$ cat config.mk
export PLATFORM = sky130hd
export DESIGN_NAME = mul_chain_sched
export DESIGN_NICKNAME = d
export VERILOG_FILES = /design/src/rtl/mul_chain_sched.sv
export SDC_FILE = /design/constraint.sdc
export NUM_CORES = 1
export LEC_CHECK = 0
export ABC_AREA = 1
export BUFFER_PORTS_ARGS = -buffer_cell sky130_fd_sc_hd__buf_2
export CAP_MARGIN = 20
export CORE_MARGIN = 4
export CORE_UTILIZATION = 45
export DETAILED_ROUTE_END_ITERATION = 10
export HOLD_SLACK_MARGIN = 0.05
export PLACE_DENSITY = 0.78
export SKIP_LAST_GASP = 1
export SYNTH_ARGS = -nofsm -noshare
export SYNTH_HDL_FRONTEND = slang
export SYNTH_SLANG_ARGS = --single-unit
$ cat constraint.sdc
create_clock -name clk -period 1.8 [get_ports clk]
set_clock_uncertainty 0.05 [all_clocks]
set_input_delay 0.27 -clock clk [delete_from_list [all_inputs] [get_ports clk]]
set_output_delay 0.27 -clock clk [all_outputs]
set_load 0.005 [all_outputs]
$ cat src/rtl/mul_chain_sched.sv
// Sequencing controller for the six-lane bf16 multiplier chain: cuts operand jobs into chain passes.
// Optional watchdog and drain of aborted jobs are enabled with MCS_TIMEOUT_EN.
module mul_chain_sched #(
    parameter int          TIMEOUT_CYC = 64,
    parameter logic [15:0] ONE_BF16    = 16'h3F80
) (
    input  logic         clk,
    input  logic         rst,
    input  logic         op_valid,
    output logic         op_ready,
    input  logic [15:0]  op_data,
    input  logic         op_last,
    output logic         res_valid,
    input  logic         res_ready,
    output logic [15:0]  res_data,
    output logic         res_err,
    output logic [191:0] chain_ins,
    output logic         chain_stb,
    output logic [1:0]   chain_mode,
    input  logic [95:0]  chain_out,
    input  logic [5:0]   chain_out_stbs,
    output logic         busy,
    output logic [2:0]   state_dbg
);

    // Handshakes: a transfer happens on a rising edge where valid and ready are both high;
    // valid/data are held by the source until that edge, ready never depends on valid.

    typedef enum logic [2:0] {
        IDLE  = 3'd0,
        FILL  = 3'd1,
        ISSUE = 3'd2,
        WAIT  = 3'd3,
        OUT   = 3'd4,
        DRAIN = 3'd5
    } state_t;

    state_t      state;
    logic [15:0] slots [0:5];
    logic [2:0]  cnt;
    logic [2:0]  lane;
    logic        more;

    logic        accept;
    logic [2:0]  cnt_inc;
    logic        lane_stb;
    logic [15:0] lane_val;

    assign accept    = op_valid && op_ready;
    assign cnt_inc   = cnt + 3'd1;
    assign lane_stb  = chain_out_stbs[lane];
    assign lane_val  = chain_out[{lane, 4'b0000} +: 16];
    assign busy      = (state != IDLE);
    assign state_dbg = state;

    // Operand fields are scattered across the chain's input bus; every unused field multiplies by 1.0.
    assign chain_ins = {ONE_BF16, ONE_BF16, ONE_BF16, slots[5],
                        ONE_BF16, slots[4], ONE_BF16, slots[3],
                        ONE_BF16, slots[2], slots[0], slots[1]};

    function automatic logic [1:0] mode_of(input logic [2:0] n);
        case (n)
            3'd3:       mode_of = 2'd1;
            3'd4:       mode_of = 2'd2;
            3'd5, 3'd6: mode_of = 2'd3;
            default:    mode_of = 2'd0;
        endcase
    endfunction

    function automatic logic [2:0] lane_of(input logic [2:0] n);
        case (n)
            3'd3:       lane_of = 3'd1;
            3'd4:       lane_of = 3'd2;
            3'd5, 3'd6: lane_of = 3'd4;
            default:    lane_of = 3'd0;
        endcase
    endfunction

`ifdef MCS_TIMEOUT_EN
    localparam int              WD_W   = $clog2(TIMEOUT_CYC + 1);
    localparam logic [WD_W-1:0] WD_END = WD_W'(TIMEOUT_CYC - 1);
    logic [WD_W-1:0] wd;
    logic            err_q;
    assign res_err = err_q;
`else
    assign res_err = 1'b0;
`endif

    always_ff @(posedge clk or negedge rst) begin
        if (!rst) begin
            state      <= IDLE;
            op_ready   <= 1'b0;
            res_valid  <= 1'b0;
            res_data   <= 16'h0000;
            chain_stb  <= 1'b0;
            chain_mode <= 2'd0;
            lane       <= 3'd0;
            cnt        <= 3'd0;
            more       <= 1'b0;
            for (int i = 0; i < 6; i++) slots[i] <= ONE_BF16;
`ifdef MCS_TIMEOUT_EN
            wd         <= '0;
            err_q      <= 1'b0;
`endif
        end else begin
            case (state)
                IDLE: begin
                    op_ready <= 1'b1;
                    if (accept) begin
                        slots[0] <= op_data;
                        for (int i = 1; i < 6; i++) slots[i] <= ONE_BF16;
                        cnt  <= 3'd1;
                        more <= 1'b0;
                        if (op_last) begin
                            op_ready   <= 1'b0;
                            chain_stb  <= 1'b1;
                            chain_mode <= mode_of(3'd1);
                            lane       <= lane_of(3'd1);
                            state      <= ISSUE;
                        end else begin
                            state <= FILL;
                        end
                    end
                end

                FILL: begin
                    if (accept) begin
                        slots[cnt] <= op_data;
                        cnt        <= cnt_inc;
                        if (op_last || cnt_inc == 3'd6) begin
                            op_ready   <= 1'b0;
                            more       <= !op_last;
                            chain_stb  <= 1'b1;
                            chain_mode <= mode_of(cnt_inc);
                            lane       <= lane_of(cnt_inc);
                            state      <= ISSUE;
                        end
                    end
                end

                ISSUE: begin
                    chain_stb <= 1'b0;
`ifdef MCS_TIMEOUT_EN
                    wd        <= '0;
`endif
                    state     <= WAIT;
                end

                WAIT: begin
`ifdef MCS_TIMEOUT_EN
                    wd <= wd + 1'b1;
`endif
                    if (lane_stb) begin
                        if (more) begin
                            // Partial product becomes the first factor of the next pass.
                            slots[0] <= lane_val;
                            for (int i = 1; i < 6; i++) slots[i] <= ONE_BF16;
                            cnt      <= 3'd1;
                            more     <= 1'b0;
                            op_ready <= 1'b1;
                            state    <= FILL;
                        end else begin
                            res_data  <= lane_val;
                            res_valid <= 1'b1;
                            state     <= OUT;
                        end
                    end
`ifdef MCS_TIMEOUT_EN
                    else if (wd == WD_END) begin
                        res_data  <= 16'h7FC0;
                        err_q     <= 1'b1;
                        res_valid <= 1'b1;
                        state     <= OUT;
                    end
`endif
                end

                OUT: begin
                    if (res_ready) begin
                        res_valid <= 1'b0;
                        op_ready  <= 1'b1;
`ifdef MCS_TIMEOUT_EN
                        err_q     <= 1'b0;
                        // An aborted multi-pass job still has operands in flight up to op_last.
                        state     <= more ? DRAIN : IDLE;
`else
                        state     <= IDLE;
`endif
                    end
                end

`ifdef MCS_TIMEOUT_EN
                DRAIN: begin
                    if (accept && op_last) begin
                        more  <= 1'b0;
                        state <= IDLE;
                    end
                end
`endif

                default: begin
                    op_ready  <= 1'b0;
                    chain_stb <= 1'b0;
                    state     <= IDLE;
                end
            endcase
        end
    end

endmodule

## Word-level counts from Yosys, hierarchy flattened

Cells that the tools add are included.

- Div/mod/pow operators: 0
- $mul: 0
- Order comparisons: 3
- Add/subtract/negate cells: 1
- Reductions and logical operators: 19
- Shift operators: 1
- Multiplexer cells: 57
- Bitwise logic cells: 4
- Equality and inequality tests: 16

Operators by type and width:

| kind | number |
|---|---|
| two-way mux 96 bit | 4 |
| one-hot mux 96 bit (3 select lines) | 1 |
| bitwise mux 96 bit | 1 |
| indexed part select 96 x 8 -> 16 bit | 1 |
| demux 16 bit (select 3 bit) | 1 |
| two-way mux 3 bit | 14 |
| AND reduction 5 bit | 5 |
| two-way mux 1 bit | 19 |
| one-hot mux 3 bit (3 select lines) | 2 |
| two-way mux 16 bit | 1 |
| inequality test 2 bit (second input constant) | 8 |
| one-hot mux 3 bit (5 select lines) | 1 |
| equality test 3 bit (second input constant) | 4 |
| two-way mux 2 bit | 5 |
| equality test 3 x 2 -> 1 bit (second input constant) | 3 |
| one-hot mux 1 bit (3 select lines) | 2 |
| one-hot mux 2 bit (3 select lines) | 1 |
| one-hot mux 3 bit (2 select lines) | 1 |
| AND reduction 6 bit | 1 |
| nonzero test 3 bit | 2 |
| one-hot mux 1 bit (5 select lines) | 1 |
| greater-or-equal comparator 4 bit (second input constant) | 1 |
| less-than comparator 3 x 4 -> 1 bit (second input constant) | 1 |
| less-than comparator 4 x 1 -> 1 bit (second input constant) | 1 |
| other kinds (15) | 20 |

- Output and inout port bits: 218
- Bits in read-only memories: 0
- RAM bits: 0
- Memories kept: 0
- Flip-flop bits (word level): 127
- Bits of input ports: 123
- Word-level logic and storage cells: 116
- Latch bits: 0

## Depth between registers and ports, before layout

Gate-level depths: netlist (run 1).

- Depth in word-level cells: 8
- Mapped depth: 13
- Mapped depth without buffers: 10

## Least setup slack after synthesis (run 1)

Ideal clock, no wire load.

- Kind: flip-flop to flip-flop
- From: reg cnt[0]
- To: reg chain_mode[1]
- Required time: 1,623 ps
- Setup time: 127 ps
- Cell stages (with the launch flop): 11
- Path slack: 14 ps
- Period minus slack after synthesis: 1,786 ps
- Data arrival time: 1,608 ps
- Path through: dfrtp_1 ha_1 ha_1 inv_1 nand2_1 nand2_1 nand2_1 nor2_1 nand2_1 nand2_1 o21ai_0

- Word-level cells in the longest chain between the ends: 7
- Elaborated cells on any way between the ends: 13
- Classes of those cells: add/sub: 1; eq/ne: 5; mux: 4; reduce/logical: 3

RTL lines:

| what | line | RTL |
|---|---|---|
| start: declaration | 40 | `logic [2:0] cnt;` |
| start signal: assignment | 129 | `cnt <= cnt_inc;` |
| adder 3 x 1 -> 3 bit * | 50 | `assign cnt_inc = cnt + 3'd1;` |
| equality test 3 bit (on tied branches) | 62, 130 |  |
| OR reduction 2 bit | 62 | `case (n)` |
| one-hot mux 2 bit (3 select lines) | 62 |  |
| two-way mux 2 bit | 130 | `if (op_last \|\| cnt_inc == 3'd6) begin` |
| two-way mux 2 bit | 127 | `if (accept) begin` |
| one-hot mux 2 bit (2 select lines) | 106 | `case (state)` |
| end signal: assignment | 117 | `chain_mode <= mode_of(3'd1);` |
| end signal: assignment | 134 | `chain_mode <= mode_of(cnt_inc);` |
| end: declaration | 19 | `output logic [1:0] chain_mode,` |

Every way passes the cells marked *; elsewhere a longest branch is shown, timed or not. The select of a mux whose other input is x is not followed.
A chain may end at the register's enable or synchronous reset.

## Final worst setup path (run 1)

- From: reg lane[0]
- To: reg slots (netlist bit chain_ins[12])

- Word-level cells in the longest chain between the ends: 4

RTL lines:

| what | line | RTL |
|---|---|---|
| start: declaration | 41 | `logic [2:0] lane;` |
| start signal: assignment | 118 | `lane <= lane_of(3'd1);` |
| start signal: assignment | 135 | `lane <= lane_of(cnt_inc);` |
| binary-select mux 1 bit (select 3 bit) | 51 | `assign lane_stb = chain_out_stbs[lane];` |
| two-way mux 1 bit (implied by the code) | 51 |  |
| inequality test 2 bit (no source line) | - |  |
| AND reduction 5 bit (no source line) | - |  |
| end signal: indexed assignment | 128 | `slots[cnt] <= op_data;` |
| end: declaration | 39 | `logic [15:0] slots [0:5];` |

Every way passes these cells. The select of a mux whose other input is x is not followed.

==> impl_metrics.yaml, run 1 <==
global_routing:
  grt_max_degree: 76
  grt_pass1_wl_mm: 42.3
  grt_pass1_vias: 7821
  grt_overflow: 0
  track_usage: 0.265
  use_met3: 0.0556
  top_usage_layer: "met2"
  grt_use_met2: 0.447
  antenna_found_initial: 3
  use_met1: 0.339
yosys:
  synthArstFlopShare: 1.00
  synth_area_sq_um: 8290
  yosys.cell_count.top_type: "nand2_1"
  synth_edf_count: 0
  synth-seq-area-share: 0.390
  synth_top_cell_by_area: "dfrtp_1"
  synth_area_leaders: "dfrtp_1 (26%), nand2_1 (24%), dfstp_2 (13%), buf_4 (9.0%), o21ai_0 (5.1%)"
  netlist_instances: 1216
  yosysWarnings: 0
  synth_common_cells: "nand2_1 (524), buf_4 (99), nor2_1 (93), dfrtp_1 (85), o21ai_0 (84)"
  ys_ff_latch: 127
  postSynthAreaPerCell_sq_um: 6.81
  synth_top_area_frac: 0.257
  ys.flop_type: "dfrtp_1"
  synth.distinct_cells: 34
timing:
  finalSetupTns_ns: 0
  min_period_ns: 1.73
  maxSlewHeadroom: 0.587
  fin_hold_ws_ns: 0.0937
  final_max_slew_viol_count: 0
  fin_crit_sh: 0.959
  max_freq_ghz: 0.579
  finalSetupViolations: 0
  worst_slew_pin_slew_ns: 0.619
  rsz0062_at_grt: "true"
  hold_viol: 0
placement:
  place_congestion: 0.895
  portBuffers: 243
  post_dp_cell_area_sq_um: 9670
  dpl.hpwl_mm: 20.8
  place_inst: 1675
power:
  power_uw: 18000
  p_leak_uw: 0.00574
  power_density_nw_per_um2: 1720
  peakVddDrop_mv: 1.13
setup_path:
  r2r-end: "chain_ins[12]"
  startpoint_type: "flip-flop"
  critical_path_required_ns: 2.12
  reg2reg_depth: 12
  crit_path_end: "chain_ins[12]"
  crit_arrival_ns: 2.05
  critical_path_class: "flip-flop to flip-flop"
  r2r_slack_ns: 0.07
  reg2reg_from: "lane[0]"
  crit_start: "lane[0]"
  end_kind: "flip-flop"
  cp_max_fo: 22
clock_network:
  cts_tree: "built"
  cts-root-buf: "clkbuf_16"
  numCtsBuffers: 17
  clock_path_buffers: 2
  clk_pin_slew_ns: 0.06
  h-tree-depth: 4
  clk_latency_ns: 0.43
  cts_num_sinks: 127
detailed_routing:
  drt_iter0_markers: 783
  ant_nets: 0
  wl_per_cell_um: 16.6
  drc: 0
  vias: 8769
  first_pass_iters: 5
  routed_via_density: 5.10
  wl_mm: 28.5
outcome:
  status: "finished, final reports clean"
hold_path:
  hold_depth: 3
  holdCritPathClass: "input port to flip-flop"
  hold_path.startpoint: "res_ready"
cells_and_area:
  stdcell_area_sq_um: 10500
  final_nets: 1601
  layout-drive-gt1-share: 0.288
  layout.cells.non_filler: 1719
  areaGrowthSynthToFinish_pct: 26.3
floorplanning:
  ios: 341
  die_h_um: 144
  initial_utilization: 0.460
  rows: 49
  dieArea_sq_um: 20600
  die_x_um: 144
  coreArea_sq_um: 18000
job:
  drv_cap: 0
## metal layers
layer  wire [um]  part of all wire
met1       11000              0.39
met2       14200              0.50
met3        2460             0.086
met4         816             0.029
met5           0                 0
## report_power, final
part           internal [uW]  total (uW)  switching [uW]
Clock                   2280        3580            1300
Combinational           3530        9340            5810
Sequential              4280        5100             816
Total                  10100       18000            7930
## flip-flops by register name, summed over array words and instances (netlist names)
name and flops:
more 1, chain_ins 96, cnt 3, res_data 16, op_ready 1, chain_stb 1, lane 3, state_dbg 3
res_valid 1, chain_mode 2
## critical path: stages (launching register included)
cell     delay (ns)
dfrtp_2        0.44
inv_6          0.07
nand2_1        0.07
nand3_1        0.08
nand2_1        0.08
nand2_2        0.08
nand3_4        0.11
nand3_4        0.09
nor2_4         0.16
buf_12         0.14
buf_12         0.16
nand2_1        0.07
nand2_1        0.06
## logic make-up after synthesis
logic type,count (synthesis),synth area share
buffers and inverters,198,0.139
DFF,127,0.390
AOI/OAI and AO/OA,176,0.112
adders and majority gates,4,0.00604
other,2,0.000906
and+or+nand+nor,709,0.352
## how the worst min path moves through the flow
| stage | endpoint |
|---|---|
| CTS | state_dbg[2] |
| global route | state_dbg[2] |
| global placement | chain_ins[142] |
| detailed placement | chain_ins[142] |
| floorplan | chain_ins[0] |
| finish | state_dbg[2] |
## timing repair
item | CTS | global route
resized for setup | 6 | 24
gates cloned | 1 | 0
pin swaps | 2 | 9
buffers inserted | 5 | 4
endpoints found under the setup margin | 102 | 108
hold buffers | 1 | 0
hold endpoints to repair | 14 | 0
## cells in the final DEF, fill, tap and decap left out, types with 5 or more instances in the layout
cell type	n
a21oi_1	72
buf_12	12
buf_2	242
buf_4	46
clkbuf_16	17
conb_1	97
dfrtp_1	82
dfstp_2	42
inv_1	25
inv_2	6
nand2_1	519
nand2_2	5
nand3_1	39
nand4_1	22
nor2_1	89
o211ai_1	17
o21ai_0	82
or2_2	17
## area by class of cell
type,instances,area [sq um]
fillers,1700,7560
multi-input cells,986,4320
flip-flops and latches,127,3230
repair buffers,305,1860
clock buffers,22,474
well taps,229,287
inverters,37,146
clock inverters,10,135
diodes,3,7.51
## stage by stage
step	worst slack [ns]	util
2_1_floorplan	0.0141	-
3_3_place_gp	-0.0164	0.537
3_5_place_dp	-0.0437	0.537
4_1_cts	0.00353	0.576
5_1_grt	-0.0402	0.581
6_report	0.0731	0.581
(Power assumes the default switching activity.)
==> inputs of run 2 (changes only) <==
--- a/config.mk
+++ b/config.mk
@@ -6,7 +6,7 @@
 export NUM_CORES = 1
 export LEC_CHECK = 0
 export ABC_AREA = 1
-export BUFFER_PORTS_ARGS = -buffer_cell sky130_fd_sc_hd__buf_2
+export BUFFER_PORTS_ARGS = -buffer_cell sky130_fd_sc_hd__clkbuf_2
 export CAP_MARGIN = 20
 export CORE_MARGIN = 4
 export CORE_UTILIZATION = 45
==> run 2 against run 1 <==
  * The flow now finishes with violations (negative setup slack)
  * Via count up 1.1%
  * Utilization up 1.5 points
  * Register-to-register slack worse by 0.10 ns
  * Setup slack worse by 0.10 ns
  * Power up 8.3%
  * Global-route usage up 0.40 points
  * Clock power about the same
  * Non-clock buffer count up 4
  * Sequential share of layout area down 0.81 points
  * Largest power group unchanged
==> impl_metrics.yaml, run 2 (same netlist as run 1, synthesis figures left out) <==
outcome:
  status: "finished with violations"
  violations: "negative setup slack"
detailed_routing:
  vias: 8869
  wl_met1_mm: 11.0
  wl_mm: 29.8
  dr_wl_met2_mm: 15.0
  drt_iter0_markers: 780
  drc: 0
  top_layer: "met4"
  wl_per_cell_um: 17.3
  ant_nets: 0
  route.met3.wl_mm: 2.78
  first_pass_iters: 5
  routed_via_density: 5.15
timing:
  hold_viol: 0
  maxSlewHeadroom: 0.593
  worst_slew_pin_slew_ns: 0.610
  final_max_slew_viol_count: 0
  finalSetupTns_ns: -0.660
  finalSetupViolations: 53
  fin_crit_sh: 1.02
  rsz0062_at_grt: "true"
  fin_ws_ns: -0.0298
  max_freq_ghz: 0.546
  min_period_ns: 1.83
cells_and_area:
  nFillCells: 1684
  stdcell_area_sq_um: 10700
  final_cell_mix: "nand2_1 (485), clkbuf_2 (242), conb_1 (97)"
  fin_util: 0.596
  multi_input_area_sq_um: 4440
  largest_register_ff_count: 96
  layout.cells.non_filler: 1722
  layout_commonest_cell: "nand2_1"
  final_nets: 1605
  register_area_sq_um: 3230
  areaGrowthSynthToFinish_pct: 29.6
  layout-drive-gt1-share: 0.312
clock_network:
  cts_num_sinks: 127
  clk_latency_ns: 0.43
  numCtsBuffers: 17
  clock_path_buffers: 2
  h-tree-depth: 4
  cts_tree: "built"
  cts-root-buf: "clkbuf_16"
  clk_pin_slew_ns: 0.06
global_routing:
  grt_max_degree: 76
  antenna_found_initial: 2
  track_usage: 0.269
  grt_overflow: 0
  grt_pass1_wl_mm: 43.2
  grt_pass1_vias: 8124
floorplanning:
  rows: 49
  ios: 341
  die_x_um: 144
  coreArea_sq_um: 18000
  dieArea_sq_um: 20600
  die_h_um: 144
  initial_utilization: 0.460
power:
  seqPwrFrac: 0.263
  pwr-share-comb: 0.554
  peakVddDrop_mv: 1.07
  pwr-share-clk: 0.183
  p_sw_uw: 8740
  power_density_nw_per_um2: 1820
  netSwitchingFraction: 0.448
  internal_power_uw: 10800
  p_leak_uw: 0.00591
setup_path:
  critical_path_class: "flip-flop to flip-flop"
  reg2reg_depth: 10
  cp_max_fo: 8
  r2r_slack_ns: -0.03
  end_kind: "flip-flop"
  crit_arrival_ns: 2.11
  critical_path_required_ns: 2.08
  startpoint_type: "flip-flop"
job:
  drv_cap: 0
hold_path:
  holdCritPathClass: "input port to flip-flop"
  hold_depth: 3
placement:
  place_inst: 1672
  post_dp_cell_area_sq_um: 9650
  dpl.hpwl_mm: 20.9
  place_congestion: 0.901
  portBuffers: 243
-- run 2: cell count changes in the layout (fill, tap and decap cells not counted), sizes merged --
| cell | before | now |
|---|---|---|
| diode | 3 | 2 |
| clkinvlp | 4 | 2 |
| buf | 304 | 59 |
| bufinv | 3 | 2 |
| clkbuf | 22 | 267 |
| inv | 33 | 41 |
| clkinv | 7 | 6 |
-- run 2: layout make-up --
class | instances | share of cell area
multi-input combinational | 986 | 0.413
sequential | 127 | 0.301
inverter | 37 | 0.0134
clock buffer | 18 | 0.0409
timing repair buffer | 309 | 0.189
clock inverter | 14 | 0.0158
antenna | 2 | 0.000466
tap | 229 | 0.0267
-- run 2: power groups by stage --
stage | clock, uW | sequential (uW) | combinational (uW)
2_1_floorplan | 0 | 5030 | 5450
3_3_place_gp | 0 | 5100 | 8580
3_5_place_dp | 0 | 5140 | 8790
4_1_cts | 3620 | 5110 | 8880
5_1_grt | 3750 | 5240 | 11800
6_report | 3570 | 5130 | 10800
-- run 2: what timing repair did --
item / 4_1_cts / 5_1_grt
gates resized for setup: 3 / 69
endpoints found under the setup margin: 99 / 112
gates cloned: 0 / 8
pin swaps: 0 / 21
hold buffers: 1 / 0
buffers inserted: 0 / 7
hold endpoints to repair: 23 / 0
-- run 2: metrics by stage --
stage | hold slack (ns) | setup WS, ns | power (uW)
floorplan | -0.0756 | 0.0141 | 10500
global placement | 0.186 | 0.0200 | 13700
detailed placement | 0.190 | -0.0768 | 13900
CTS | 0.0876 | -0.00938 | 17600
global route | 0.103 | -0.106 | 20800
finish | 0.100 | -0.0298 | 19500
-- run 2: path summary, 6_finish.rpt --
| check | startpoint | endpoint |
|---|---|---|
| worst min-delay path | res_ready | state_dbg[2] |
| worst min register to register | chain_ins[39] | chain_ins[39] |
| max in group asynchronous | rst | chain_ins[12] |
| worst max register to register | state_dbg[0] | chain_ins[79] |
| worst max-delay path | state_dbg[0] | chain_ins[79] |
| min in group asynchronous | rst | chain_ins[98] |
-- run 2: metal layers --
metal	GRT usage	vias to the layer above
met5	0	-
met4	0.108	0
li1	-	4209
met1	0.334	4141
met2	0.457	453
met3	0.0589	66
-- run 2: critical path, cell delays in order (launching register included) --
cell	delay (ns)
dfrtp_1	0.41
buf_4	0.14
nand2_1	0.12
nor2_4	0.20
nand2_1	0.16
inv_2	0.14
nor2_4	0.06
clkbuf_16	0.17
clkbuf_16	0.17
nand2_1	0.06
nand2_1	0.05
==> inputs of run 3 (changes only) <==
--- a/config.mk
+++ b/config.mk
@@ -6,6 +6,7 @@
 export NUM_CORES = 1
 export LEC_CHECK = 0
 export ABC_AREA = 1
+export ABC_CLOCK_PERIOD_IN_PS = 1800
 export BUFFER_PORTS_ARGS = -buffer_cell sky130_fd_sc_hd__clkbuf_2
 export CAP_MARGIN = 20
 export CORE_MARGIN = 4
@@ -13,6 +14,7 @@
 export DETAILED_ROUTE_END_ITERATION = 10
 export HOLD_SLACK_MARGIN = 0.05
 export PLACE_DENSITY = 0.78
+export SETUP_SLACK_MARGIN = 0.1
 export SKIP_LAST_GASP = 1
 export SYNTH_ARGS = -nofsm -noshare
 export SYNTH_HDL_FRONTEND = slang
==> run 3 against run 2 <==
  * Highest routed layer unchanged
  * The run still ends with negative setup slack left
  * Largest cell class unchanged
  * Setup slack better by 0.0047 ns
  * Non-clock buffer count is 33 higher
  * Clock power barely moved
  * Routed wire length grew 15%
  * Via count up 6.8%
  * Critical path depth rose by 2
==> impl_metrics.yaml, run 3 (same netlist as run 1, synthesis figures left out) <==
placement:
  dpl.hpwl_mm: 20.7
  pre_cts_ws_ns: -0.0311
  place_congestion: 0.912
  portBuffers: 243
global_routing:
  grt_pass1_wl_mm: 43.3
  antenna_found_initial: 4
  grt_pass1_vias: 8003
  track_usage: 0.271
  grt_max_degree: 75
  grt_overflow: 0
detailed_routing:
  first_pass_iters: 6
  wl_mm: 34.2
  drc: 0
  routed_via_density: 5.38
  ant_nets: 0
  wl_per_cell_um: 19.4
  vias: 9468
  drt_iter0_markers: 947
floorplanning:
  die_h_um: 144
  die_x_um: 144
  initial_utilization: 0.460
  ios: 341
  rows: 49
  dieArea_sq_um: 20600
  coreArea_sq_um: 18000
hold_path:
  holdPathEnd: "state_dbg[2]"
  holdCritPathClass: "input port to flip-flop"
  hold_path.startpoint: "res_ready"
  hold_depth: 3
setup_path:
  reg2reg_depth: 12
  reg2reg_from: "state_dbg[0]"
  crit_arrival_ns: 2.14
  r2r-end: "chain_ins[42]"
  cp_max_fo: 7
  critical_path_required_ns: 2.11
  r2r_slack_ns: -0.03
  critical_path_class: "flip-flop to flip-flop"
  end_kind: "flip-flop"
  startpoint_type: "flip-flop"
cells_and_area:
  final_nets: 1640
  layout-drive-gt1-share: 0.406
  areaGrowthSynthToFinish_pct: 42.1
  final_cell_mix: "nand2_1 (386), clkbuf_2 (242), nand2_2 (111)"
  layout_commonest_cell: "nand2_1"
  largest_register_ff_count: 96
clock_network:
  numCtsBuffers: 17
  clk_latency_ns: 0.43
  cts-root-buf: "clkbuf_16"
  cts_num_sinks: 127
  cts_tree: "built"
  clk_pin_slew_ns: 0.06
  h-tree-depth: 4
  clock_path_buffers: 2
job:
  drv_cap: 0
timing:
  hold_viol: 0
  fin_crit_sh: 1.01
  finalSetupTns_ns: -0.0964
  finalSetupViolations: 7
  rsz0062_at_grt: "true"
  max_freq_ghz: 0.548
  min_period_ns: 1.83
  final_max_slew_viol_count: 0
  fin_ws_ns: -0.0251
outcome:
  violations: "negative setup slack"
  status: "finished with violations"
power:
  power_uw: 23900
  p_leak_uw: 0.00630
  power_density_nw_per_um2: 2030
  peakVddDrop_mv: 1.41
==> run 3: cell count changes in the layout (fill, tap and decap cells not counted), moves of 4 or more <==
cell	change
buf_8	+5
nand2_4	+17
inv_1	-5
nor2_1	-10
nand2_1	-99
nand2_2	+82
buf_6	+10
clkbuf_16	+12
inv_6	-5
nor2_2	+8
buf_4	+4
==> run 3: critical path, cell delays in order, from the launching register on <==
cell       delay (ns)
dfrtp_1          0.39
inv_2            0.12
nand2_4          0.07
nor2_4           0.12
nand2_2          0.09
o21ai_2          0.08
inv_2            0.08
buf_6            0.12
nand4_4          0.11
buf_12           0.19
clkbuf_16        0.17
nand2_1          0.07
nand2_1          0.09
==> run 3: stage by stage <==
| stage | util | instance area [sq um] | cells | hold slack (ns) |
|---|---|---|---|---|
| after global placement | 0.535 | 9640 | 1670 | 0.252 |
| after CTS | 0.579 | 10400 | 1714 | 0.0787 |
| final | 0.653 | 11800 | 1759 | 0.0950 |
| after global routing | 0.653 | 11800 | 1759 | 0.0914 |
| after detailed placement | 0.535 | 9640 | 1670 | 0.249 |
| after floorplan | - | 8650 | 1311 | -0.0756 |
==> run 3: how the worst max path moves through the flow <==
stage | depth (start not counted) | startpoint | slack [ns] | to
after global routing | 12 | lane[0] | -0.12 | chain_ins[42]
after CTS | 12 | lane[0] | 0.02 | chain_ins[141]
after detailed placement | 11 | lane[0] | -0.03 | chain_ins[97]
after global placement | 11 | lane[0] | 0.04 | chain_ins[98]
after floorplan | 8 | cnt[0] | 0.09 | lane[0]
final | 12 | state_dbg[0] | -0.03 | chain_ins[42]
==> run 3: routing by layer <==
| layer | global-route usage | up-vias | routed length [um] |
|---|---|---|---|
| met5 | 0 | - | 0 |
| li1 | - | 4288 | - |
| met3 | 0.0589 | 148 | 3510 |
| met2 | 0.452 | 658 | 16900 |
| met4 | 0.134 | 0 | 2000 |
| met1 | 0.334 | 4374 | 11800 |
==> run 3: timing repair <==
item	4_1_cts	5_1_grt
resized for setup	15	219
hold buffers	1	0
buffers inserted	10	13
endpoints found under the setup margin	108	125
pin swaps	8	80
cloned	1	30
hold endpoints to repair	85	0
==> run 3: report_power, final <==
part | switching [uW] | leakage (uW) | internal (uW)
Clock | 1320 | 0.000292 | 2280
Combinational | 8370 | 0.00443 | 6700
Sequential | 957 | 0.00158 | 4290
==> run 3: layout make-up <==
class | count | area [sq um]
multi-input combinational | 986 | 4870
clock inverter | 10 | 136
timing repair inverter | 2 | 12.5
antenna | 4 | 10.0
clock buffer | 22 | 474
timing repair buffer | 342 | 2600
fill | 1506 | 6250
inverter | 37 | 150
tap | 229 | 287
sequential | 127 | 3240
